--- src/rtl/glyph_readback.sv ---
// Reads one 8x8 character cell from the byte-per-pixel framebuffer and
// repacks it into eight 1-bpp row bytes (bit 7 = leftmost pixel).
module glyph_readback #(
  parameter int unsigned PIXEL_WIDTH        = 640,
  parameter int unsigned SCREEN_CHAR_WIDTH  = 80,
  parameter int unsigned SCREEN_CHAR_HEIGHT = 50,
  parameter logic [7:0]  INK                = 8'hff,
  parameter int unsigned RD_LATENCY         = 1
) (
  input  logic        pclk,
  input  logic        rst_n,
  input  logic        start,
  input  logic [6:0]  cell_x,
  input  logic [5:0]  cell_y,
  output logic        rd_en,
  output logic [31:0] rd_addr,
  input  logic [7:0]  rd_data,
  output logic [7:0]  row_byte,
  output logic [2:0]  row_index,
  output logic        row_valid,
  output logic        done,
  output logic        busy,
  output logic        error
);

  localparam int unsigned CELL_PITCH = 8 * PIXEL_WIDTH;
  localparam int unsigned ROW_STEP   = PIXEL_WIDTH - 7;

  typedef enum logic [1:0] {IDLE, ISSUE, DRAIN} state_t;

  state_t      state, state_d;
  logic        rd_en_d, busy_d, error_d;
  logic [31:0] rd_addr_d;
  logic [5:0]  rd_cnt, rd_cnt_d;
  logic        in_range_c;
  logic [31:0] base_c;

  logic [RD_LATENCY-1:0] tag;
  logic                  pix_vld_c, pix_bit_c;
  logic [2:0]            pix_col, pix_row;
  logic [7:0]            asm_q;

  assign in_range_c = (32'(cell_x) < SCREEN_CHAR_WIDTH) &&
                      (32'(cell_y) < SCREEN_CHAR_HEIGHT);
  assign base_c     = 32'(cell_y) * 32'(CELL_PITCH) + 32'(cell_x) * 32'd8;

  // State and request-side registers
  always_ff @(posedge pclk or negedge rst_n) begin
    if (!rst_n) begin
      state   <= IDLE;
      rd_en   <= 1'b0;
      rd_addr <= 32'd0;
      rd_cnt  <= 6'd0;
      busy    <= 1'b0;
      error   <= 1'b0;
    end else begin
      state   <= state_d;
      rd_en   <= rd_en_d;
      rd_addr <= rd_addr_d;
      rd_cnt  <= rd_cnt_d;
      busy    <= busy_d;
      error   <= error_d;
    end
  end

  // Next-state: rd_cnt indexes the read currently on the bus (row = [5:3], col = [2:0])
  always_comb begin
    state_d   = state;
    rd_en_d   = 1'b0;
    rd_addr_d = rd_addr;
    rd_cnt_d  = rd_cnt;
    error_d   = 1'b0;
    case (state)
      IDLE: begin
        if (start) begin
          if (in_range_c) begin
            state_d   = ISSUE;
            rd_en_d   = 1'b1;
            rd_addr_d = base_c;
            rd_cnt_d  = 6'd0;
          end else begin
            error_d = 1'b1;
          end
        end
      end
      ISSUE: begin
        if (rd_cnt == 6'd63) begin
          state_d = DRAIN;
        end else begin
          rd_en_d   = 1'b1;
          rd_cnt_d  = rd_cnt + 6'd1;
          rd_addr_d = rd_addr + ((rd_cnt[2:0] == 3'd7) ? 32'(ROW_STEP) : 32'd1);
        end
      end
      DRAIN: begin
        if (done) state_d = IDLE;
      end
      default: state_d = IDLE;
    endcase
    busy_d = (state_d != IDLE);
  end

  // rd_en shadow marks which cycles carry our returning data
  always_ff @(posedge pclk or negedge rst_n) begin
    if (!rst_n) begin
      tag <= '0;
    end else begin
      tag[0] <= rd_en;
      for (int unsigned i = 1; i < RD_LATENCY; i++) tag[i] <= tag[i-1];
    end
  end

  assign pix_vld_c = tag[RD_LATENCY-1];
  assign pix_bit_c = (rd_data == INK);

  // Shift pixels in from the LSB so column 0 lands in bit 7
  always_ff @(posedge pclk or negedge rst_n) begin
    if (!rst_n) begin
      asm_q     <= 8'd0;
      pix_col   <= 3'd0;
      pix_row   <= 3'd0;
      row_byte  <= 8'd0;
      row_index <= 3'd0;
      row_valid <= 1'b0;
      done      <= 1'b0;
    end else begin
      row_valid <= 1'b0;
      done      <= 1'b0;
      if (pix_vld_c) begin
        pix_col <= pix_col + 3'd1;
        if (pix_col == 3'd7) begin
          row_byte  <= {asm_q[6:0], pix_bit_c};
          row_index <= pix_row;
          row_valid <= 1'b1;
          done      <= (pix_row == 3'd7);
          asm_q     <= 8'd0;
          pix_row   <= pix_row + 3'd1;
        end else begin
          asm_q <= {asm_q[6:0], pix_bit_c};
        end
      end
    end
  end

endmodule

--- config.mk ---
export PLATFORM = sky130hd
export DESIGN_NAME = glyph_readback
export DESIGN_NICKNAME = d
export VERILOG_FILES = /design/src/rtl/glyph_readback.sv
export SDC_FILE = /design/constraint.sdc
export NUM_CORES = 1
export LEC_CHECK = 0
export BUFFER_PORTS_ARGS = -buffer_cell sky130_fd_sc_hd__buf_2
export CORE_MARGIN = 1.5
export CORE_UTILIZATION = 35
export CTS_BUF_LIST = sky130_fd_sc_hd__clkbuf_16
export CTS_CLUSTER_SIZE = 24
export DETAILED_ROUTE_END_ITERATION = 10
export GPL_TIMING_DRIVEN = 1
export PLACE_DENSITY_LB_ADDON = 0.25
export SYNTH_ARGS = -nofsm -noshare
export SYNTH_HDL_FRONTEND = slang
export SYNTH_SLANG_ARGS = --single-unit
--- constraint.sdc ---
create_clock -name pclk -period 3.5 [get_ports pclk]
set_input_delay 0 -clock pclk [delete_from_list [all_inputs] [get_ports pclk]]
set_output_delay 0 -clock pclk [all_outputs]
set_load 0.03 [all_outputs]
## After elaboration in Yosys (flattened, before gate mapping)

Index checks and enable logic that the tools add are counted.

- Flip-flop bits (word level): 70
- Input port bits: 24
- Output and inout bits: 48
- Logic and storage cells: 64

- Add/sub/neg operators: 5
- Multiply operators: 1
- Order comparisons: 2
- Equal/unequal tests: 10
- Muxes and demuxes: 26
- Reduce and logical (&&, ||, !) cells: 6

Operators by type and width:

| operator | number |
|---|---|
| 2-to-1 mux 32 bit | 3 |
| case mux 32 bit (2 select lines) | 1 |
| adder 32 x 10 -> 32 bit | 1 |
| adder 19 x 10 -> 20 bit | 1 |
| 2-to-1 mux 6 bit | 3 |
| case mux 6 bit (2 select lines) | 1 |
| 2-to-1 mux 1 bit | 10 |
| 2-to-1 mux 10 bit | 1 |
| == test 3 bit, second input constant | 3 |
| multiplier 6 x 3 -> 9 bit, second input constant | 1 |
| == test 8 bit, second input constant | 1 |
| 2-to-1 mux 2 bit | 4 |
| < comparator 7 bit, second input constant | 1 |
| 2-to-1 mux 7 bit | 1 |
| adder 3 x 1 -> 3 bit, second input constant | 2 |
| adder 6 x 1 -> 6 bit, second input constant | 1 |
| == test 6 bit, second input constant | 1 |
| < comparator 6 bit, second input constant | 1 |
| inequality test 2 bit, second input constant | 3 |
| case mux 2 bit (3 select lines) | 1 |
| AND reduction 4 bit | 1 |
| nonzero test 2 bit | 2 |
| == test 2 x 1 -> 1 bit, second input constant | 1 |
| == test 2 bit, second input constant | 1 |
| 4 further kinds | 4 |

## Longest topological paths before layout

Gate-level depths: netlist (run 1).

- Word-level depth: 6
- Mapped depth: 10
- Depth with buffers taken out: 9

## Worst setup path before layout (run 1)

OpenSTA, ideal clock, no wires.

- Path type: flip-flop to flip-flop
- From: register rd_cnt[0]
- To: register rd_addr[14]
- Data arrival time: 2500 ps
- Required time: 3418 ps
- Setup slack: 918 ps
- Stages on the path, launching flop included: 11
- Path buffers: 2
- Cell sequence: dfrtp_1 ha_1 ha_1 buf_2 clkbuf_1 inv_1 o211ai_1 o211ai_4 and2_4 or3_1 a31oi_1

- Longest elaborated chain between the ends: 5
- Elaborated cells on any way between the ends: 8

RTL lines:

| what | line | text |
|---|---|---|
| start: declaration | 34 | `logic [5:0] rd_cnt, rd_cnt_d;` |
| start signal: assignment | 60 | `rd_cnt <= rd_cnt_d;` |
| == test 3 bit | 92 | `rd_addr_d = rd_addr + ((rd_cnt[2:0] == 3'd7) ? 32'(ROW_STEP) : 32'd1);` |
| 2-to-1 mux 10 bit | 92 |  |
| adder 32 x 10 -> 32 bit | 92 |  |
| 2-to-1 mux 32 bit | 87 | `if (rd_cnt == 6'd63) begin` |
| case mux 32 bit (2 select lines) | 73 | `case (state)` |
| end signal: assignment | 59 | `rd_addr <= rd_addr_d;` |
| end: declaration | 16 | `output logic [31:0] rd_addr,` |

Parallel ways exist; a longest one is shown, timed or not. The select of a mux whose other input is x is not followed.
A chain may end at the register's enable or synchronous reset.

## Worst setup path in the final report (run 1)

Same ends and word-level chain as after synthesis.

==> impl_results.md, run 1 <==
- Status: complete, no violations
- Int Pwr: 2.31 mW
- Die area: 11900 um2
- Largest net degree at the start of global routing: 45
- Die width: 109 um
- Gate Count Post-Synth: 411
- Leak Pwr: 2.13 nW
- CP Class: reg -> reg
- Worst-Skew Late Latency: 0.33 ns
- Initial Util: 36.2%
- EDFF count, synth: 0
- CTS Root Cell: clkbuf_16
- Worst hold path type: in -> reg
- Fin area: 4790 um2
- Clock-pin transition on the worst setup and hold timing paths: 0.06 ns
- Final-stage net count: 523
- F_max: 0.317 GHz
- Vias/cell: 5.40
- Maxcap violations: 0
- Area Growth Syn to Fin: 21.5%
- Final worst setup slack: 0.346 ns
- CTS tree: yes
- Max clock buf depth: 2
- Worst setup SP type: register
- Utilization after layout: 44.0%
- Final Hold Vio Count: 0
- Synth cell types: 59
- Share of cells above drive strength 1: 23.2%
- Diode count: 0
- Part of the power in registers: 34.3%
- FFs w/ async S/R, synth: 100%
- Antenna violations before repair: 0
- Power density over the cells: 849 nW/um2
- DRC: 0
- Most frequent cell after synthesis: dfrtp_1
- Placeable Area: 10900 um2
- Final HPWL DP: 7.18 mm
- Row cnt: 38
- CP max FO: 18
- Setup WS pre-CTS: 0.359 ns
- Routed Antenna Nets: 0
- Die H: 109 um
- Synthesized area: 3940 um2
- Final setup viols: 0
- Fin crit share: 90.1%
- Gate power share: 42.5%
- Top Ports: 72
- Synth Area per Inst: 9.59 um2
- Critical Path RT: 3.75 ns
- Net switching power: 1.75 mW
- H-Tree Level Count: 3
- Slew margin rel.: 34.1%
- Post-Synthesis Net Count: 452
- First-pass GRT wire length: 16.8 mm
- Tmin final: 3.15 ns
- Peak VDD IR: 407 uV
- Commonest cells post-synth: dfrtp_1 (70), nand2_1 (40), nor2_1 (33)
- Seq/Total Area, Yosys: 44.5%
- Slew @ Worst Pin: 0.989 ns
- Ranking of synthesized cells by area: dfrtp_1 (44%), ha_1 (5.1%), nand2_1 (3.8%)
- Clock skew: 0.00867 ns
- Total iterations of the first detailed-routing run: 5
- Starting DRC count in detailed routing: 249
- FILL cells: 1057
- Area fraction of the dominant cell type after synthesis: 44.5%
- DP Cell Count: 606
- Synth Warn #: 0
- TritonCTS Buffers: 9
- Synth Flop Type: dfrtp_1
- GRT Util Overall: 18.4%
- IO Port Bufs: 71
- DRT Wirelength: 10.0 mm
- Max-slew violations: 0
- Worst EP arrival: 3.40 ns
- Sw Ratio: 43.1%
- CTS Sinks: 70
- GRT overflow: 0
- Placer congestion estimate: 0.787
- Largest area contributor in the netlist: dfrtp_1
- Area of the multi-input gates: 2040 um2
- Clock share of power: 23.3%
- Worst Setup End Kind: register
- TNS Setup: 0 ns
- Post-synthesis register bit count: 70
- RSZ-0062 raised after global routing: false
- Finished Layout Cells: 627
- Via count: 3386
- Vias in the first global route: 3382
- Area post-placement: 4430 um2
- Avg WL per Cell: 15.9 um
- Reg area: 1750 um2
## critical path, cell delays in order, from the launching register on
cell and delay, ns:
dfrtp_1 0.40, ha_1 0.27, ha_1 0.59, or4b_4 0.57, a221oi_4 0.31, o211ai_4 0.18
and2_4 0.23, or3_1 0.35, a31oi_1 0.16
## power by group through the flow
stage / Combinational, mW / Clock (mW) / Sequential (mW)
global placement: 1.70 / 0 / 1.39
detailed placement: 1.72 / 0 / 1.40
global route: 1.92 / 1.00 / 1.44
CTS: 1.74 / 0.972 / 1.39
floorplan: 1.05 / 0 / 1.58
finish: 1.73 / 0.945 / 1.39
## kinds of logic after synthesis
logic type	synth area share, %
AND/OR/NAND/NOR	18.6
AO/OA/AOI/OAI	19.0
flip-flops	44.5
buffers and inverters	3.94
XOR/XNOR	5.33
adder cells (fa/ha/maj)	5.59
multiplexers	3.08
## worst paths after layout
kind | start | endpoint | slack, ns | cells past startpoint
worst max-delay path | rd_cnt[0] | rd_addr[14] | 0.35 | 8
worst min-delay path | cell_x[4] | rd_addr[7] | 0.02 | 3
max in group asynchronous | rst_n | rd_addr[1] | 2.17 | 3
worst min register to register | rd_en | pix_vld_c | 0.38 | 0
min in group asynchronous | rst_n | rd_addr[5] | 0.37 | 2
worst max register to register | rd_cnt[0] | rd_addr[14] | 0.35 | 8
## through the flow
stage | total power [mW] | hold WS [ns]
floorplan | 2.63 | -0.296
global placement | 3.09 | 0.204
detailed placement | 3.12 | 0.219
CTS | 4.10 | 0.00675
global route | 4.37 | 0.0375
finish | 4.06 | 0.0213
## sequential cells by signal (all words and copies together) (netlist names)
register / count
asm_q: 7
busy: 1
done: 1
error: 1
pix_col: 3
pix_row: 3
pix_vld_c: 1
rd_addr: 32
rd_cnt: 6
rd_en: 1
row_byte: 8
row_index: 3
row_valid: 1
state: 2
## metal layers
layer	global-route usage [%]	vias to the layer above	routed length, um
met1	23.4	1618	4450
met5	0	-	0
met3	3.47	25	516
met4	8.36	0	252
li1	-	1636	-
met2	30.2	107	4780
## what timing repair did
action,CTS,global route
resized for setup,0,0
buffers inserted,0,0
hold endpoints to repair,47,0
hold buffers,5,0
## cell usage in the layout (no fill, tap or decap), types with 5 or more instances in the layout
cell,synthesis,final
a211oi_1,7,7
a21oi_1,23,23
dfrtp_1,70,70
nor3_1,7,6
buf_2,4,71
xor2_1,7,7
nand3b_1,8,8
nor2_1,33,33
ha_1,16,16
nand2_1,40,40
o22ai_1,7,7
and3_1,5,5
dlygate4sd3_1,0,5
buf_4,0,7
mux2_2,9,9
nand4_1,8,8
inv_1,15,16
clkbuf_16,0,9
o21ai_0,26,26
nor4_1,5,5
xnor2_1,17,17
nand3_1,19,19
## area by class of cell
| cell class | count | share of cell area, % |
|---|---|---|
| Clock inverter | 7 | 1.67 |
| Multi-Input combinational cell | 303 | 42.6 |
| Clock buffer | 9 | 4.70 |
| Tap cell | 140 | 3.66 |
| Inverter | 15 | 1.18 |
| Timing Repair Buffer | 83 | 9.57 |
| Sequential cell | 70 | 36.6 |
(Power assumes the default switching activity.)
==> run 2, diff against run 1 <==
--- a/config.mk
+++ b/config.mk
@@ -13,6 +13,7 @@
 export DETAILED_ROUTE_END_ITERATION = 10
 export GPL_TIMING_DRIVEN = 1
 export PLACE_DENSITY_LB_ADDON = 0.25
+export RECOVER_POWER = 50
 export SYNTH_ARGS = -nofsm -noshare
 export SYNTH_HDL_FRONTEND = slang
 export SYNTH_SLANG_ARGS = --single-unit
==> run 2 against run 1 <==
Combinational power shrank 3%. Largest cell class unchanged. Critical path depth unchanged. Core utilization shrank 0.55 points. Clock skew about the same. Routed wire length fell by 0.17%. Sequential cell count unchanged. Count of clock-buffer cells in the layout stayed put. Cell count unchanged. Critical endpoint is now rd_addr[21]. The run now ends with capacitance limit, slew limit left. Critical path type unchanged. Non-clock buffer count stayed put. Sequential power hardly changed. Highest routed layer unchanged.
==> impl_results.md, run 2 (synthesized netlist as in run 1, its figures left out) <==
- DRC: 0 (unchanged)
- Maxcap violations: 1 (was 0)
- Vias in the first global route: 3382 (unchanged)
- Initial Util: 36.2% (unchanged)
- H-Tree Level Count: 3 (unchanged)
- Final HPWL DP: 7.18 mm (unchanged)
- Failing checks: capacitance limit, slew limit
- R2R setup slack: 0.34 ns (was 0.35 ns)
- CTS Sinks: 70 (unchanged)
- Post-CTS setup repair buffer count: 0 (unchanged)
- Final setup viols: 0 (unchanged)
- Power density over the cells: 852 nW/um2 (was 849 nW/um2)
- TNS Setup: 0 ns (unchanged)
- Leak Pwr: 1.97 nW (was 2.13 nW)
- Commonest cells after routing, fill and taps aside: dfrtp_1 (70), clkbuf_1 (48), nand2_1 (40) (was buf_2 (71), dfrtp_1 (70), nand2_1 (40))
- Worst hold margin: 0.0202 ns (was 0.0213 ns)
- Diode count: 0 (unchanged)
- Vias/cell: 5.36 (was 5.40)
- CTS Root Cell: clkbuf_16 (unchanged)
- Worst setup SP type: register (unchanged)
- Worst hold path type: in -> reg (unchanged)
- Max clock buf depth: 2 (unchanged)
- CP max FO: 18 (unchanged)
- Starting DRC count in detailed routing: 240 (was 249)
- Share of cells above drive strength 1: 13.3% (was 23.2%)
- Via count: 3363 (was 3386)
- Net switching power: 1.76 mW (was 1.75 mW)
- Most common cell after layout, fill and taps aside: dfrtp_1 (was buf_2)
- # hold bufs at CTS: 5 (unchanged)
- Largest net degree at the start of global routing: 45 (unchanged)
- CP Class: reg -> reg (unchanged)
- Die H: 109 um (unchanged)
- Status: finished with violations (was complete, no violations)
- GRT Util Overall: 18.4% (unchanged)
- TritonCTS Buffers: 9 (unchanged)
- Clock-pin transition on the worst setup and hold timing paths: 0.06 ns (about the same)
- Total iterations of the first detailed-routing run: 4 (was 5)
- Final-stage net count: 523 (unchanged)
- Top Ports: 72 (unchanged)
- Fin crit share: 90.3% (was 90.1%)
- Clock skew: 0.00859 ns (was 0.00867 ns)
- First-pass GRT wire length: 16.8 mm (unchanged)
- Slew margin rel.: -59.4% (was 34.1%)
- Area Growth Syn to Fin: 20.0% (was 21.5%)
- Max reg flops: 32 (unchanged)
- Critical Path RT: 3.76 ns (was 3.75 ns)
- Max-slew violations: 45 (was 0)
- IO Port Bufs: 71 (unchanged)
- Tmin final: 3.16 ns (was 3.15 ns)
- Worst EP arrival: 3.41 ns (was 3.40 ns)
- Gate power share: 41.8% (was 42.5%)
- Worst Setup End Kind: register (unchanged)
- Routed Antenna Nets: 0 (unchanged)
- Sw Ratio: 43.7% (was 43.1%)
- Die width: 109 um (unchanged)
- Avg WL per Cell: 15.9 um (about the same)
- FF-to-FF Start: rd_cnt[0] (unchanged)
- Biggest register: rd_addr (unchanged)
- RSZ-0062 raised after global routing: false (unchanged)
- R2r worst-path depth: 8 (unchanged)
- RR Endpoint: rd_addr[21] (was rd_addr[14])
- GRT overflow: 0 (unchanged)
- Largest regs: rd_addr (32), row_byte (8), asm_q (7) (unchanged)
- Crit path capture: rd_addr[21] (was rd_addr[14])
- Clock share of power: 23.5% (was 23.3%)
- Worst Setup SP: rd_cnt[0] (unchanged)
- Post-CTS sizing: 0 (unchanged)
- Placeable Area: 10900 um2 (unchanged)
- Int Pwr: 2.27 mW (was 2.31 mW)
- Final Hold Vio Count: 0 (unchanged)
- Placer congestion estimate: 0.787 (unchanged)
- Slew @ Worst Pin: 2.39 ns (was 0.989 ns)
- Part of the power in registers: 34.7% (was 34.3%)
- FILL cells: 1091 (was 1057)
- Die area: 11900 um2 (unchanged)
- Worst-Skew Late Latency: 0.33 ns (about the same)
- DRT Wirelength: 9.98 mm (was 10.0 mm)
- Row cnt: 38 (unchanged)
- F_max: 0.317 GHz (about the same)
- CTS tree: yes (unchanged)
- Peak VDD IR: 400 uV (was 407 uV)
- Antenna violations before repair: 0 (unchanged)
run 2: through the flow:
step           setup WS, ns  std cells  cell area [um2]  total power [mW]  utilization (%)
2_1_floorplan         0.918        411             3940              2.63                -
3_3_place_gp          0.481        606             4430              3.09             40.7
3_5_place_dp          0.359        606             4430              3.12             40.7
4_1_cts               0.354        627             4790              4.10             44.0
5_1_grt              0.0659        627             4730              4.33             43.4
6_report              0.341        627             4730              4.03             43.4
run 2: power groups by stage:
stage	logic (mW)	clock network, mW	registers [mW]
after global placement	1.70	0	1.39
after detailed placement	1.72	0	1.40
after CTS	1.74	0.972	1.39
final	1.68	0.948	1.40
after global routing	1.88	1.00	1.45
after floorplan	1.05	0	1.58
run 2: worst max-delay path, cell delays in order, from the launching register on:
cell and delay, ns:
dfrtp_1 0.40, ha_1 0.27, ha_1 0.59, or3b_1 0.44, a221oi_2 0.42, a211oi_2 0.22
or2_1 0.29, nor3_1 0.24, mux2i_1 0.21
run 2: area by class of cell:
type                    instances  area (um2)  share of cell area [%]
clock buffers                   9         225                    4.76
clock inverters                 7        80.1                    1.69
inverters                      15        56.3                    1.19
multi-input cells             303        2040                    43.2
flip-flops and latches         70        1750                    37.1
well taps                     140         175                    3.71
repair buffers                 83         398                    8.42
run 2: per-layer routing:
metal	vias up	global-route usage [%]	wire (um)
met5	-	0	0
met4	0	8.36	217
met3	17	3.47	488
met2	93	30.2	4750
met1	1618	23.4	4520
li1	1635	-	-
run 2: worst min-delay path by stage:
| stage | start | to | slack (ns) | cells after the start |
|---|---|---|---|---|
| 2_1_floorplan | rst_n | asm_q[0] | -0.30 | 0 |
| 3_3_place_gp | rst_n | rd_addr[5] | 0.20 | 1 |
| 3_5_place_dp | rst_n | rd_addr[4] | 0.22 | 1 |
| 4_1_cts | cell_x[4] | rd_addr[7] | 0.007 | 3 |
| 5_1_grt | cell_x[4] | rd_addr[7] | 0.04 | 3 |
| 6_report | cell_x[4] | rd_addr[7] | 0.02 | 3 |
==> run 3, diff against run 2 <==
==> config.mk (replaced) <==
export PLATFORM = sky130hd
export DESIGN_NAME = glyph_readback
export DESIGN_NICKNAME = d
export VERILOG_FILES = /design/src/rtl/glyph_readback.sv
export SDC_FILE = /design/constraint.sdc
export NUM_CORES = 1
export LEC_CHECK = 0
export CORE_MARGIN = 1.5
export CORE_UTILIZATION = 35
export CTS_BUF_LIST = sky130_fd_sc_hd__clkbuf_16
export CTS_CLUSTER_SIZE = 24
export DETAILED_ROUTE_END_ITERATION = 10
export DONT_BUFFER_PORTS = 1
export GPL_TIMING_DRIVEN = 1
export PLACE_DENSITY_LB_ADDON = 0.25
export SYNTH_ARGS = -nofsm -noshare
export SYNTH_HDL_FRONTEND = slang
export SYNTH_SLANG_ARGS = --single-unit
==> constraint.sdc (replaced) <==
create_clock -name pclk -period 3.7 [get_ports pclk]
set_input_delay 0 -clock pclk [delete_from_list [all_inputs] [get_ports pclk]]
set_output_delay 0 -clock pclk [all_outputs]
set_load 0.03 [all_outputs]
==> run 3 against run 2 <==
The flow now finishes without violations. Hold slack improved by 0.075 ns. Clock power decreased by 8.5%. Critical path depth unchanged. Design area decreased by 4.0%. Core utilization decreased by 1.7 points. Sequential share of layout area increased by 1.5 points. First-iteration DRC count decreased by 9.2%. Routed wire length increased by 0.54%. Combinational power decreased by 31%. Sequential cell count unchanged. Via count decreased by 5.7%. Critical path type unchanged. Highest routed layer unchanged.
==> impl_results.md, run 3 (synthesized netlist as in run 1, its figures left out) <==
- Status: complete, no violations (was finished with violations)
- Post-CTS sizing: 0 (unchanged)
- DRT Wirelength: 10.0 mm (was 9.98 mm)
- Share of cells above drive strength 1: 10.1% (was 13.3%)
- Biggest register: rd_addr (unchanged)
- Max-slew violations: 0 (was 45)
- Critical path, cell by cell: ha_1 -> ha_1 -> or3b_1 -> a221oi_2 -> a211oi_2 -> or2_1 -> nor3_1 -> mux2i_1 (unchanged)
- Row cnt: 38 (unchanged)
- RSZ-0062 raised after global routing: false (unchanged)
- Via count: 3171 (was 3363)
- Clock-pin transition on the worst setup and hold timing paths: 0.06 ns (about the same)
- Final setup viols: 0 (unchanged)
- DRC: 0 (unchanged)
- Vias/cell: 5.61 (was 5.36)
- TNS Setup: 0 ns (unchanged)
- Die area: 11900 um2 (unchanged)
- Top Ports: 72 (unchanged)
- Slew margin rel.: 51.0% (was -59.4%)
- Starting DRC count in detailed routing: 218 (was 240)
- Initial Util: 36.2% (unchanged)
- Area of the multi-input gates: 2040 um2 (unchanged)
- Worst Setup SP: rd_cnt[0] (unchanged)
- Finished Layout Cells: 565 (was 627)
- Power density over the cells: 808 nW/um2 (was 852 nW/um2)
- CTS Sinks: 70 (unchanged)
- CTS tree: yes (unchanged)
- CP Class: reg -> reg (unchanged)
- Gate power share: 31.5% (was 41.8%)
- TritonCTS Buffers: 9 (unchanged)
- Final Hold Vio Count: 0 (unchanged)
- Max clock buf depth: 2 (unchanged)
- Tmin final: 3.15 ns (was 3.16 ns)
- GRT overflow: 0 (unchanged)
- Hold depth: 3 (unchanged)
- Largest regs: rd_addr (32), row_byte (8), asm_q (7) (unchanged)
- FILL cells: 1059 (was 1091)
- Largest net degree at the start of global routing: 71 (was 45)
- R2R setup slack: 0.55 ns (was 0.34 ns)
- Sw Ratio: 45.1% (was 43.7%)
- Post-CTS setup repair buffer count: 0 (unchanged)
- Fin crit share: 85.1% (was 90.3%)
- Final HPWL DP: 6.87 mm (was 7.18 mm)
- Placeable Area: 10900 um2 (unchanged)
- Critical Path RT: 3.95 ns (was 3.76 ns)
- Slew @ Worst Pin: 0.734 ns (was 2.39 ns)
- Commonest cells after routing, fill and taps aside: dfrtp_1 (70), nand2_1 (40), nor2_1 (33) (was dfrtp_1 (70), clkbuf_1 (48), nand2_1 (40))
- Min-Delay Endpoint: rd_addr[12] (was rd_addr[7])
- CP max FO: 18 (unchanged)
- IO Port Bufs: 0 (was 71)
- FF-to-FF Start: rd_cnt[0] (unchanged)
- Crit path top cell by count: ha_1 (unchanged)
- Utilization after layout: 41.7% (was 43.4%)
- GRT Util Overall: 18.6% (was 18.4%)
- Slowest CP cell: ha_1 (unchanged)
- Total iterations of the first detailed-routing run: 5 (was 4)
- Int Pwr: 2.02 mW (was 2.27 mW)
- Clock skew: 0.00523 ns (was 0.00859 ns)
- R2r worst-path depth: 8 (unchanged)
- Final-stage net count: 461 (was 523)
- Worst-Skew Late Latency: 0.33 ns (about the same)
- Worst EP arrival: 3.40 ns (was 3.41 ns)
- F_max: 0.317 GHz (about the same)
- Worst setup SP type: register (unchanged)
- Area Growth Syn to Fin: 15.2% (was 20.0%)
- CTS Root Cell: clkbuf_16 (unchanged)
- Die width: 109 um (unchanged)
- Max reg flops: 32 (unchanged)
- Most common cell after layout, fill and taps aside: dfrtp_1 (unchanged)
- Leak Pwr: 1.85 nW (was 1.97 nW)
- Maxcap violations: 0 (was 1)
- Net switching power: 1.65 mW (was 1.76 mW)
- Diode count: 0 (unchanged)
- Avg WL per Cell: 17.8 um (was 15.9 um)
- Slowest cell delay on critical path: 0.59 ns (about the same)
- Fin area: 4540 um2 (was 4730 um2)
- Placer congestion estimate: 0.785 (was 0.787)
- Die H: 109 um (unchanged)
- Worst hold path type: in -> reg (unchanged)
- Hold Startpoint: cell_y[2] (was cell_x[4])
- First-pass GRT wire length: 17.0 mm (was 16.8 mm)
- H-Tree Level Count: 3 (unchanged)
- Vias in the first global route: 3224 (was 3382)
- RR Endpoint: rd_addr[21] (unchanged)
- Antenna violations before repair: 0 (unchanged)
- Routed Antenna Nets: 0 (unchanged)
- Worst Setup End Kind: register (unchanged)
- Area post-placement: 4050 um2 (was 4430 um2)
- Worst hold margin: 0.0952 ns (was 0.0202 ns)
- Part of the power in registers: 44.9% (was 34.7%)
- Reg area: 1750 um2 (unchanged)
- DP Cell Count: 532 (was 606)
- Clock share of power: 23.6% (was 23.5%)
- Peak VDD IR: 384 uV (was 400 uV)
-- run 3: changes by cell type in the layout (fill, tap and decap cells not counted) --
| cell | before | now |
|---|---|---|
| buf_16 | 0 | 1 |
| buf_4 | 7 | 4 |
| clkinv_4 | 0 | 1 |
| clkbuf_1 | 48 | 0 |
| buf_2 | 23 | 0 |
| dlygate4sd3_1 | 5 | 16 |
| bufinv_16 | 2 | 1 |
| clkinvlp_4 | 0 | 1 |
| clkinv_1 | 3 | 1 |
| inv_1 | 16 | 15 |
| inv_6 | 0 | 2 |
-- run 3: final cells by class --
class	instances	share of cell area, %
timing repair buffer	21	4.80
inverter	15	1.24
clock inverter	7	1.60
sequential	70	38.6
clock buffer	9	4.96
tap	140	3.86
multi-input combinational	303	45.0
-- run 3: stage by stage --
stage	total power [mW]	worst slack (ns)
CTS	3.71	0.544
global placement	2.75	0.665
finish	3.67	0.550
global route	3.95	0.242
detailed placement	2.78	0.572
floorplan	2.48	1.12
-- run 3: power groups by stage --
stage	combinational (mW)	sequential, mW	clock (mW)
after CTS	1.16	1.65	0.895
after global placement	1.10	1.65	0
after global routing	1.33	1.70	0.922
final	1.16	1.65	0.867
after floorplan	0.992	1.49	0
after detailed placement	1.12	1.66	0
-- run 3: how the worst max path moves through the flow --
stage | end | slack (ns) | depth (start not counted)
after floorplan | rd_addr[14] | 1.12 | 10
after global placement | rd_addr[14] | 0.67 | 8
after detailed placement | rd_addr[21] | 0.57 | 8
after CTS | rd_addr[21] | 0.54 | 8
after global routing | rd_addr[21] | 0.24 | 8
final | rd_addr[21] | 0.55 | 8
-- run 3: what timing repair did --
action	in CTS	in global routing
hold endpoints to repair	82	0
setup endpoints to repair	0	0
hold buffers	17	0
-- run 3: metal layers --
layer	GRT usage, %	up-vias	wire length, um	part of all wire, %
li1	-	1508	-	-
met3	5.56	13	810	8.1
met4	7.52	0	184	1.8
met1	23.0	1549	4210	42
met2	30.0	101	4830	48
met5	0	-	0	0
-- run 3: critical path, delay by kind of cell, from the launching register on --
kind	cells	cell delay (ns)
compound gates	2	0.62
fa+ha+maj	2	0.85
flops	1	0.40
mux	1	0.22
simple gates	3	0.97
